===== src/rtl/tick_gen_multi.sv =====
// tick_gen_multi: 1 us base-tick prescaler feeding NUM_CH independent
// periodic / one-shot channel timers, each counting base ticks.
//
// Ports:
//   clk          system clock, all logic on rising edge
//   rst          synchronous active-high reset, overrides everything
//   en           global run enable for prescaler (and hence all channels)
//   cfg_we       one-cycle channel configuration write strobe
//   cfg_ch       channel index for cfg_we (indices >= NUM_CH are ignored)
//   cfg_period   channel period in us; 0 stops the channel
//   cfg_oneshot  0 = periodic, 1 = one-shot
//   us_tick      registered 1-cycle pulse every CYC_PER_US enabled cycles
//   ch_tick      registered 1-cycle pulse per channel on period expiry
//   ch_busy      registered per-channel armed/counting flag
module tick_gen_multi #(
   parameter int unsigned CYC_PER_US = 20,
   parameter int unsigned NUM_CH     = 2,
   parameter int unsigned CH_W       = 1,
   parameter int unsigned PER_W      = 8
) (
   input  logic              clk,
   input  logic              rst,
   input  logic              en,
   input  logic              cfg_we,
   input  logic [CH_W-1:0]   cfg_ch,
   input  logic [PER_W-1:0]  cfg_period,
   input  logic              cfg_oneshot,
   output logic              us_tick,
   output logic [NUM_CH-1:0] ch_tick,
   output logic [NUM_CH-1:0] ch_busy
);

   localparam int unsigned P_W = (CYC_PER_US > 1) ? $clog2(CYC_PER_US) : 1;
   localparam logic [P_W-1:0] P_MAX = P_W'(CYC_PER_US - 1);

   logic [P_W-1:0]   pre_cnt;
   logic [PER_W-1:0] per [NUM_CH];
   logic [PER_W-1:0] cnt [NUM_CH];
   logic [NUM_CH-1:0] mode;
   logic [NUM_CH-1:0] wr_hit_c;

   // Decode write strobe per channel; out-of-range indices match nothing.
   always_comb begin
      wr_hit_c = '0;
      for (int unsigned i = 0; i < NUM_CH; i++) begin
         wr_hit_c[i] = cfg_we && (32'(cfg_ch) == i);
      end
   end

   // Prescaler: wraps every CYC_PER_US enabled cycles, holds when en=0.
   always_ff @(posedge clk) begin
      if (rst) begin
         pre_cnt <= '0;
         us_tick <= 1'b0;
      end else begin
         us_tick <= 1'b0;
         if (en) begin
            if (pre_cnt == P_MAX) begin
               pre_cnt <= '0;
               us_tick <= 1'b1;
            end else begin
               pre_cnt <= pre_cnt + P_W'(1);
            end
         end
      end
   end

   // Channel timers; a write on the same edge as us_tick wins and drops that tick.
   always_ff @(posedge clk) begin
      if (rst) begin
         ch_tick <= '0;
         ch_busy <= '0;
         mode    <= '0;
         for (int unsigned i = 0; i < NUM_CH; i++) begin
            per[i] <= '0;
            cnt[i] <= '0;
         end
      end else begin
         for (int unsigned i = 0; i < NUM_CH; i++) begin
            ch_tick[i] <= 1'b0;
            if (wr_hit_c[i]) begin
               per[i]     <= cfg_period;
               mode[i]    <= cfg_oneshot;
               cnt[i]     <= '0;
               ch_busy[i] <= |cfg_period;
            end else if (us_tick && ch_busy[i]) begin
               // busy implies per != 0, so per-1 cannot underflow here
               if (cnt[i] == per[i] - PER_W'(1)) begin
                  cnt[i]     <= '0;
                  ch_tick[i] <= 1'b1;
                  if (mode[i]) begin
                     ch_busy[i] <= 1'b0;
                  end
               end else begin
                  cnt[i] <= cnt[i] + PER_W'(1);
               end
            end
         end
      end
   end

endmodule


===== config.mk =====
export PLATFORM = sky130hd
export DESIGN_NAME = tick_gen_multi
export DESIGN_NICKNAME = d
export VERILOG_FILES = /design/src/rtl/tick_gen_multi.sv
export SDC_FILE = /design/constraint.sdc
export NUM_CORES = 1
export LEC_CHECK = 0
export CAP_MARGIN = 20
export CORE_ASPECT_RATIO = 0.8
export CORE_UTILIZATION = 30
export DETAILED_ROUTE_END_ITERATION = 10
export GPL_ROUTABILITY_DRIVEN = 0
export PLACE_DENSITY = 0.44
export SLEW_MARGIN = 15
export SYNTH_ARGS = -nofsm -noshare
export SYNTH_HDL_FRONTEND = slang
export SYNTH_SLANG_ARGS = --single-unit

===== constraint.sdc =====
create_clock -name clk -period 2.4 [get_ports clk]
set_clock_uncertainty 0.05 [all_clocks]
set_input_delay 0.72 -clock clk [delete_from_list [all_inputs] [get_ports clk]]
set_output_delay 0.72 -clock clk [all_outputs]
set_load 0.1 [all_outputs]

======== After elaboration in Yosys (flattened, before gate mapping) ========
Memory sizes are Yosys's and may differ from the RTL's.
Index checks and enable logic that the tools add are counted.
cells by class
  $add $sub $neg .......................... 5
  bitwise logic cells ..................... 10
  eq/ne operators ......................... 3
  reductions and logical operators ........ 14
  mux-type cells .......................... 46
operators by type and width
  kind                                              number
  2-to-1 mux 8 bit                                  8
  2-to-1 mux 1 bit                                  37
  adder 8 x 1 -> 8 bit, second input constant       2
  equality test 8 bit                               2
  subtractor 8 x 1 -> 8 bit, second input constant  2
  nonzero test 2 bit                                6
  bitwise OR 1 bit                                  8
  OR reduction 8 bit                                1
  AND reduction 3 bit                               2
  adder 5 x 1 -> 5 bit, second input constant       1
  equality test 5 bit, second input constant        1
  2-to-1 mux 5 bit                                  1
  logical AND 1 bit                                 4
  NOT 1 bit                                         2
  OR reduction 2 bit                                1
word-level totals
  output and inout bits ................... 5
  register bits ........................... 12
  memory bits (writable) .................. 32
  memories kept ........................... 2
memories
  name  words  bits a word  rd ports  clocked after Yosys merged registers in  wr ports  line  RTL
  cnt   2      8            2         0                                        2         38    logic [PER_W-1:0] cnt [NUM_CH];
  per   2      8            2         0                                        2         37    logic [PER_W-1:0] per [NUM_CH];

======== Depth between registers and ports, before layout ========
Gate-level depths: netlist of run 1.
  depth in word-level cells ............... 9
  depth in mapped cells ................... 8

======== Least setup slack after synthesis of run 1 ========
Ideal clock, no wire load.
  path type ............................... reg2reg
  from .................................... register us_tick
  to ...................................... memory cnt[1][0] (enable)
  period minus slack after synthesis ...... 2201 ps
  cell stages (with the launch flop) ...... 3
  buffers on the path ..................... 0
  path slack .............................. 199 ps
  arrival time ............................ 1811 ps
  path through ............................ dfxtp_1 > nand2_1 > nand3_1
RTL lines
  element                   line  RTL
  start: declaration        28    output logic us_tick,
  start signal: assignment  54    us_tick <= 1'b0;
  start signal: assignment  56    us_tick <= 1'b0;
  start signal: assignment  60    us_tick <= 1'b1;
  end: declaration          38

==> qor.log, run 1 <==
INFO  outcome        status=finished, final reports clean
INFO  drt            via_per_inst=4.68
INFO  finish         synthToLayoutAreaGrowth=21.9%
INFO  place          place.port_buffers=18
INFO  drt            routed_wire_length_per_instance=13.6um
INFO  clock_tree     cts_buffer_depth=2
INFO  finish         ant_diodes=0
INFO  setup_path     worstPathCellList=nor3_1 > nand2_1 > or4bb_1 > and3b_4 > nor3_4 > buf_12 > nor3_1
INFO  synthesis      postSynthNetCount=240
INFO  global_route   global_route.usage.total=0.129
INFO  setup_path     cp.required=2.39ns
INFO  run            cap_viol_max_count=0
INFO  drt            first_pass_iters=4
INFO  clock_tree     cts.hold.buffers_added=0
INFO  power_and_ir_drop ir_worst_vdd=0.000252V
INFO  place          total_cell_area_at_the_placement_stage=0.00286mm^2
INFO  power_and_ir_drop power.density=549mW/mm^2
INFO  floorplanning  chipHeight=82.4um
INFO  setup_path     critical_path.max_fanout=9
INFO  synthesis      dominant_register_cell_in_the_synthesized_netlist=sky130_fd_sc_hd__edfxtp_1
INFO  timing         finish_stage_setup_viols=0
INFO  setup_path     critPathLaunchType=flop
INFO  power_and_ir_drop power.static_leakage=1.03nW
INFO  synthesis      combinational_family_with_the_most_area_after_synthesis=simple AND/OR/NAND/NOR gates
INFO  setup_path     critical_path.n_buffers_inverters=1
INFO  clock_tree     cts_num_sinks=44
INFO  setup_path     crit_arrival=2.21ns
INFO  synthesis      number_of_flops_mapped_to_enable_cells_by_yosys=32
INFO  global_route   globalRoute.totalOverflow=0
INFO  setup_path     cp_capture_type=flop
INFO  global_route   first_global_vias=1637
INFO  synthesis      synthDistinctLibCells=44
INFO  synthesis      synth_warnings=0
INFO  setup_path     critical_path.slowest_cell=sky130_fd_sc_hd__or4bb_1
INFO  synthesis      synth-adder-area-share=0.0258
INFO  synthesis      synth-compound-area-share=0.0686
INFO  drt            drt_iter0_markers=69
INFO  synthesis      synth_seq_cells=44
INFO  timing         timing.setup.tns=0ns
INFO  synthesis      post_synth_instance_area=0.00243mm^2
INFO  clock_tree     cts_made_buffers=5
INFO  global_route   grt_start_max_net_pins=14
INFO  clock_tree     clockRootBuffer=sky130_fd_sc_hd__clkbuf_8
INFO  global_route   grt_antenna_before_repair=0
INFO  drt            route.antenna.remaining_nets=0
INFO  clock_tree     cts_tree=yes
INFO  synthesis      xor_xnor_share_of_the_synthesized_area=0.126
INFO  synthesis      synth_mux_area_frac=0.00825
INFO  setup_path     crit_path_frequent_cell=sky130_fd_sc_hd__nor3_1
INFO  floorplanning  coreArea=0.00760mm^2
INFO  synthesis      synth_async_sr_flop_share=0
INFO  finish         commonest_cells_after_routing_fill_and_taps_aside=32 x sky130_fd_sc_hd__edfxtp_1, 20 x sky130_fd_sc_hd__buf_4, 18 x sky130_fd_sc_hd__xor2_1, 15 x sky130_fd_sc_hd__xnor2_1
INFO  clock_tree     htree_num_levels=2
INFO  finish         final_net_count=278
INFO  clock_tree     clk_latency=0.29ns
INFO  min_path       holdCritPathClass=flop to flop
INFO  drt            drc=0
INFO  synthesis      synth-simple-area-share=0.255
INFO  synthesis      synthesis.area_per_instance=11.0um^2
INFO  setup_path     cpPeakStageDelay=0.51ns
INFO  setup_path     critPathTopFamily=simple AND/OR/NAND/NOR gates
INFO  finish         final_common_cell=sky130_fd_sc_hd__edfxtp_1
INFO  floorplanning  die_wd=103um
INFO  drt            detail_route.wirelength=4980um
INFO  floorplanning  initial_utilization=0.319
INFO  drt            dr_total_vias=1710
INFO  synthesis      synth-seq-area-share=0.495
INFO  finish         layout-drive-gt1-share=0.162
INFO  finish         finish.instance_area=0.00296mm^2
INFO  timing         final_min_period_over_clock_period=0.923
INFO  timing         max_slew.worst_pin.slew=0.515ns
INFO  global_route   grt_first_pass_wirelength=8190um
INFO  floorplanning  area_of_the_die=0.00845mm^2
INFO  clock_tree     clkTransAtPathRegs=0.08ns
INFO  timing         slew_viol_final=0
INFO  timing         slew-limit-headroom=0.653
INFO  timing         number_of_hold_violations_in_the_final_report=0
INFO  timing         fin_crit=2.21ns
INFO  synthesis      syn-instance-count=221
INFO  timing         max_freq=0.452GHz
INFO  setup_path     path_class=flop to flop
INFO  setup_path     r2r_slack=0.19ns
INFO  floorplanning  core.rowCount=28
INFO  floorplanning  io_pins=19
INFO  place          dpl.hpwl=3810um
registers in the layout, summed over array words and instances (netlist names):
signal	cells
ch_busy	2
ch_tick	2
cnt	16
mode	2
per	16
pre_cnt	5
us_tick	1
per-layer routing:
layer | track usage | vias up | share of wire
li1 | - | 885 | -
met1 | 0.202 | 804 | 0.58
met2 | 0.175 | 19 | 0.38
met3 | 0.0286 | 2 | 0.029
met4 | 0.0343 | 0 | 0.0054
met5 | 0 | - | 0
synth_stat cells, types with 2 or more instances:
master	count	area [um^2]
sky130_fd_sc_hd__a21oi_1	7	35.0
sky130_fd_sc_hd__a31oi_1	2	12.5
sky130_fd_sc_hd__and2_1	11	68.8
sky130_fd_sc_hd__and3_1	4	25.0
sky130_fd_sc_hd__buf_2	2	10.0
sky130_fd_sc_hd__dfxtp_1	12	240
sky130_fd_sc_hd__edfxtp_1	32	961
sky130_fd_sc_hd__ha_1	5	62.6
sky130_fd_sc_hd__inv_1	6	22.5
sky130_fd_sc_hd__mux2i_1	2	20.0
sky130_fd_sc_hd__nand2_1	14	52.6
sky130_fd_sc_hd__nand2b_1	6	37.5
sky130_fd_sc_hd__nand3_1	14	70.1
sky130_fd_sc_hd__nand3b_1	3	22.5
sky130_fd_sc_hd__nand4_1	2	12.5
sky130_fd_sc_hd__nor2_1	14	52.6
sky130_fd_sc_hd__nor2b_1	2	12.5
sky130_fd_sc_hd__nor3_1	10	50.1
sky130_fd_sc_hd__nor3b_1	3	22.5
sky130_fd_sc_hd__nor4_1	7	43.8
sky130_fd_sc_hd__nor4_2	6	75.1
sky130_fd_sc_hd__o21ai_0	4	20.0
sky130_fd_sc_hd__xnor2_1	15	131
sky130_fd_sc_hd__xor2_1	18	158
what timing repair did:
item                                    4_1_cts  5_1_grt
endpoints found under the setup margin        0       15
buffers inserted                              0        1
gates resized for setup                       0        2
power by group:
| part | switching, mW | internal, mW | total (mW) |
|---|---|---|---|
| Clock | 0.249 | 0.205 | 0.453 |
| Sequential | 0.0534 | 0.863 | 0.917 |
| Combinational | 0.130 | 0.125 | 0.255 |
path summary, 6_finish.rpt:
| check | from | cells past startpoint | to |
|---|---|---|---|
| worst min-delay path | mode[1] | 2 | mode[1] |
| worst max register to register | per[0][0] | 7 | cnt[0][0] |
| worst min register to register | mode[1] | 2 | mode[1] |
| worst max-delay path | per[0][0] | 7 | cnt[0][0] |
cell type report:
class	count	area [um^2]
Timing Repair Buffer	36	340
Fill cell	768	4640
Clock inverter	1	5.00
Clock buffer	7	76.3
Sequential cell	44	1200
Inverter	6	22.5
Tap cell	105	131
Multi-Input combinational cell	166	1180
cells by family (layout without fill, tap and decap cells):
logic type	Yosys count	count (layout)
and+or+nand+nor	103	103
DFF	44	44
xor gates and xnor gates	34	34
AOI/OAI and AO/OA	22	22
buffers and inverters	11	50
adders and majority gates	5	5
muxes	2	2
through the flow:
step	hold slack, ns	util	instances	setup WS, ns	total power [mW]
final	0.412	0.389	365	0.185	1.63
after global routing	0.472	0.389	365	-0.0000899	1.71
after CTS	0.419	0.387	364	0.109	1.64
after detailed placement	0.407	0.376	356	-0.0295	1.19
after global placement	0.406	0.376	356	0.0184	1.19
after floorplan	0.387	-	221	0.199	1.09
worst min-delay path, stage by stage, from the launching register on:
cell,delay (ns)
sky130_fd_sc_hd__dfxtp_1,0.32
sky130_fd_sc_hd__nand2_1,0.05
sky130_fd_sc_hd__a21oi_1,0.05
Note: power is estimated with default switching activity, not from simulation.
==> inputs of run 2 (changes only) <==
--- a/config.mk
+++ b/config.mk
@@ -9,9 +9,11 @@
 export CORE_ASPECT_RATIO = 0.8
 export CORE_UTILIZATION = 30
 export DETAILED_ROUTE_END_ITERATION = 10
+export DONT_BUFFER_PORTS = 1
 export GPL_ROUTABILITY_DRIVEN = 0
-export PLACE_DENSITY = 0.44
+export PLACE_DENSITY = 0.41
 export SLEW_MARGIN = 15
 export SYNTH_ARGS = -nofsm -noshare
 export SYNTH_HDL_FRONTEND = slang
 export SYNTH_SLANG_ARGS = --single-unit
+export TNS_END_PERCENT = 20
==> qor.log, run 2 (synthesis gave the netlist of run 1 again) <==
INFO  global_route   grt_start_max_net_pins=14
INFO  finish         synthToLayoutAreaGrowth=14.3%
INFO  timing         final_min_period_over_clock_period=0.925
INFO  power_and_ir_drop power.static_leakage=0.948nW
INFO  setup_path     critical_path.slowest_cell=sky130_fd_sc_hd__edfxtp_1
INFO  clock_tree     cts_tree=yes
INFO  setup_path     critPathTopFamily=compound AO/OA/AOI/OAI gates
INFO  finish         layout-drive-gt1-share=0.150
INFO  global_route   groute.layer.met3.usage=0.0370
INFO  place          dpl.hpwl=3820um
INFO  drt            dr_total_vias=1657
INFO  timing         slew_viol_final=0
INFO  setup_path     cp.required=2.47ns
INFO  global_route   global_route.usage.total=0.132
INFO  global_route   globalRouteMet2Util=0.170
INFO  finish         multi_input_area=0.00118mm^2
INFO  global_route   grt_antenna_before_repair=0
INFO  drt            drt_iter0_markers=99
INFO  floorplanning  area_of_the_die=0.00845mm^2
INFO  global_route   first_global_vias=1588
INFO  clock_tree     cts_num_sinks=44
INFO  global_route   globalRoute.totalOverflow=0
INFO  clock_tree     htree_num_levels=2
INFO  drt            route.antenna.remaining_nets=0
INFO  setup_path     critPathLaunchType=flop
INFO  clock_tree     cts_buffer_depth=2
INFO  clock_tree     cts.hold.buffers_added=0
INFO  place          place.port_buffers=0
INFO  setup_path     cpPeakStageDelay=0.38ns
INFO  setup_path     worstPathCellList=buf_4 > inv_1 > ha_1 > nand2b_1 > a21oi_1 > a311oi_1 > a41oi_1 > nor3_4 > buf_12 > nor3_1
INFO  floorplanning  chipHeight=82.4um
INFO  global_route   most_used_routing_layer=met1
INFO  timing         grt_setup_unrepaired=no
INFO  setup_path     path_class=flop to flop
INFO  finish         commonest_cells_after_routing_fill_and_taps_aside=32 x sky130_fd_sc_hd__edfxtp_1, 18 x sky130_fd_sc_hd__xor2_1, 15 x sky130_fd_sc_hd__xnor2_1
INFO  power_and_ir_drop ir_worst_vdd=0.000380V
INFO  drt            via_per_inst=4.80
INFO  setup_path     startpoint_of_the_worst_slack_reg_to_reg_timing_path=per[0][0]
INFO  finish         final_net_count=258
INFO  timing         slew-limit-headroom=0.673
INFO  setup_path     cp_capture_type=flop
INFO  drt            routed_wire_length_per_instance=14.5um
INFO  finish         final_common_cell=sky130_fd_sc_hd__edfxtp_1
INFO  clock_tree     clkTransAtPathRegs=0.09ns
INFO  setup_path     critical_path.n_buffers_inverters=3
INFO  floorplanning  core.rowCount=28
INFO  global_route   use_met1=0.209
INFO  setup_path     critical_path.max_fanout=9
INFO  finish         layout_top_registers=cnt (16), per (16), pre_cnt (5)
INFO  setup_path     startpoint=per[0][0]
INFO  timing         fin_crit=2.22ns
INFO  power_and_ir_drop power.density=586mW/mm^2
INFO  floorplanning  initial_utilization=0.319
INFO  setup_path     crit_arrival=2.29ns
INFO  finish         ant_diodes=0
INFO  clock_tree     cts_made_buffers=5
INFO  floorplanning  coreArea=0.00760mm^2
INFO  timing         max_slew.worst_pin.slew=0.489ns
INFO  run            cap_viol_max_count=0
INFO  clock_tree     clockRootBuffer=sky130_fd_sc_hd__clkbuf_8
INFO  min_path       hold_start=mode[1]
INFO  floorplanning  io_pins=19
INFO  drt            first_pass_iters=4
INFO  min_path       holdCritPathClass=flop to flop
INFO  power_and_ir_drop post-layout-total-power=1.63mW
INFO  timing         max_freq=0.450GHz
INFO  clock_tree     clk_latency=0.29ns
INFO  timing         finish_stage_setup_viols=0
INFO  drt            detail_route.wirelength=5010um
INFO  finish         fillCellCount=793
INFO  drt            drc=0
INFO  setup_path     r2r_slack=0.18ns
INFO  timing         timing.setup.tns=0ns
INFO  global_route   grt_first_pass_wirelength=8240um
INFO  timing         number_of_hold_violations_in_the_final_report=0
INFO  floorplanning  die_wd=103um
INFO  outcome        status=finished, final reports clean
INFO  finish         seq_area=0.00120mm^2
[run 2: changes by cell type in the layout (fill, tap and decap cells not counted), sizes merged]
| cell | delta |
|---|---|
| buf | -7 |
| clkdlybuf4s50 | -13 |
| clkinv | -1 |
| inv | +1 |
[run 2: final cells by class]
type | count | share of cell area
multi-input combinational | 166 | 0.426
timing repair buffer | 16 | 0.0523
tap | 105 | 0.0474
inverter | 6 | 0.00812
clock inverter | 1 | 0.00226
clock buffer | 7 | 0.0311
sequential | 44 | 0.433
[run 2: metrics by stage]
stage	worst slack, ns	utilization	cells	hold slack [ns]	instance area [um^2]
floorplan	0.199	-	221	0.387	2430
global placement	0.143	0.349	336	0.391	2650
detailed placement	0.114	0.349	336	0.408	2650
CTS	0.0958	0.361	344	0.419	2750
global route	0.0210	0.365	345	0.413	2770
finish	0.180	0.365	345	0.413	2770
[run 2: power breakdown]
group	internal, mW	leakage, nW	switching, mW
Combinational	0.0981	0.468	0.122
Sequential	0.863	0.431	0.0491
Clock	0.235	0.0488	0.257
Total	1.20	0.948	0.428
[run 2: tightest hold or removal path, stage by stage (launching register included)]
cell                      delay [ns]
sky130_fd_sc_hd__dfxtp_1        0.32
sky130_fd_sc_hd__nand2_1        0.06
sky130_fd_sc_hd__a21oi_1        0.05
[run 2: layer usage]
metal  part of all wire  vias up
li1                   -      846
met4             0.0062        0
met2               0.37       32
met5                  0        -
met3              0.050        2
met1               0.58      777
[run 2: final timing paths]
path          endpoint  depth (start not counted)
max          cnt[0][2]                         10
min            mode[1]                          2
max reg2reg  cnt[0][2]                         10
min reg2reg    mode[1]                          2
[run 2: timing repair]
| action | CTS | global route |
|---|---|---|
| buffers inserted | 0 | 1 |
| resized for setup | 0 | 1 |
| endpoints found under the setup margin | 0 | 12 |
| hold endpoints to repair | 0 | 0 |
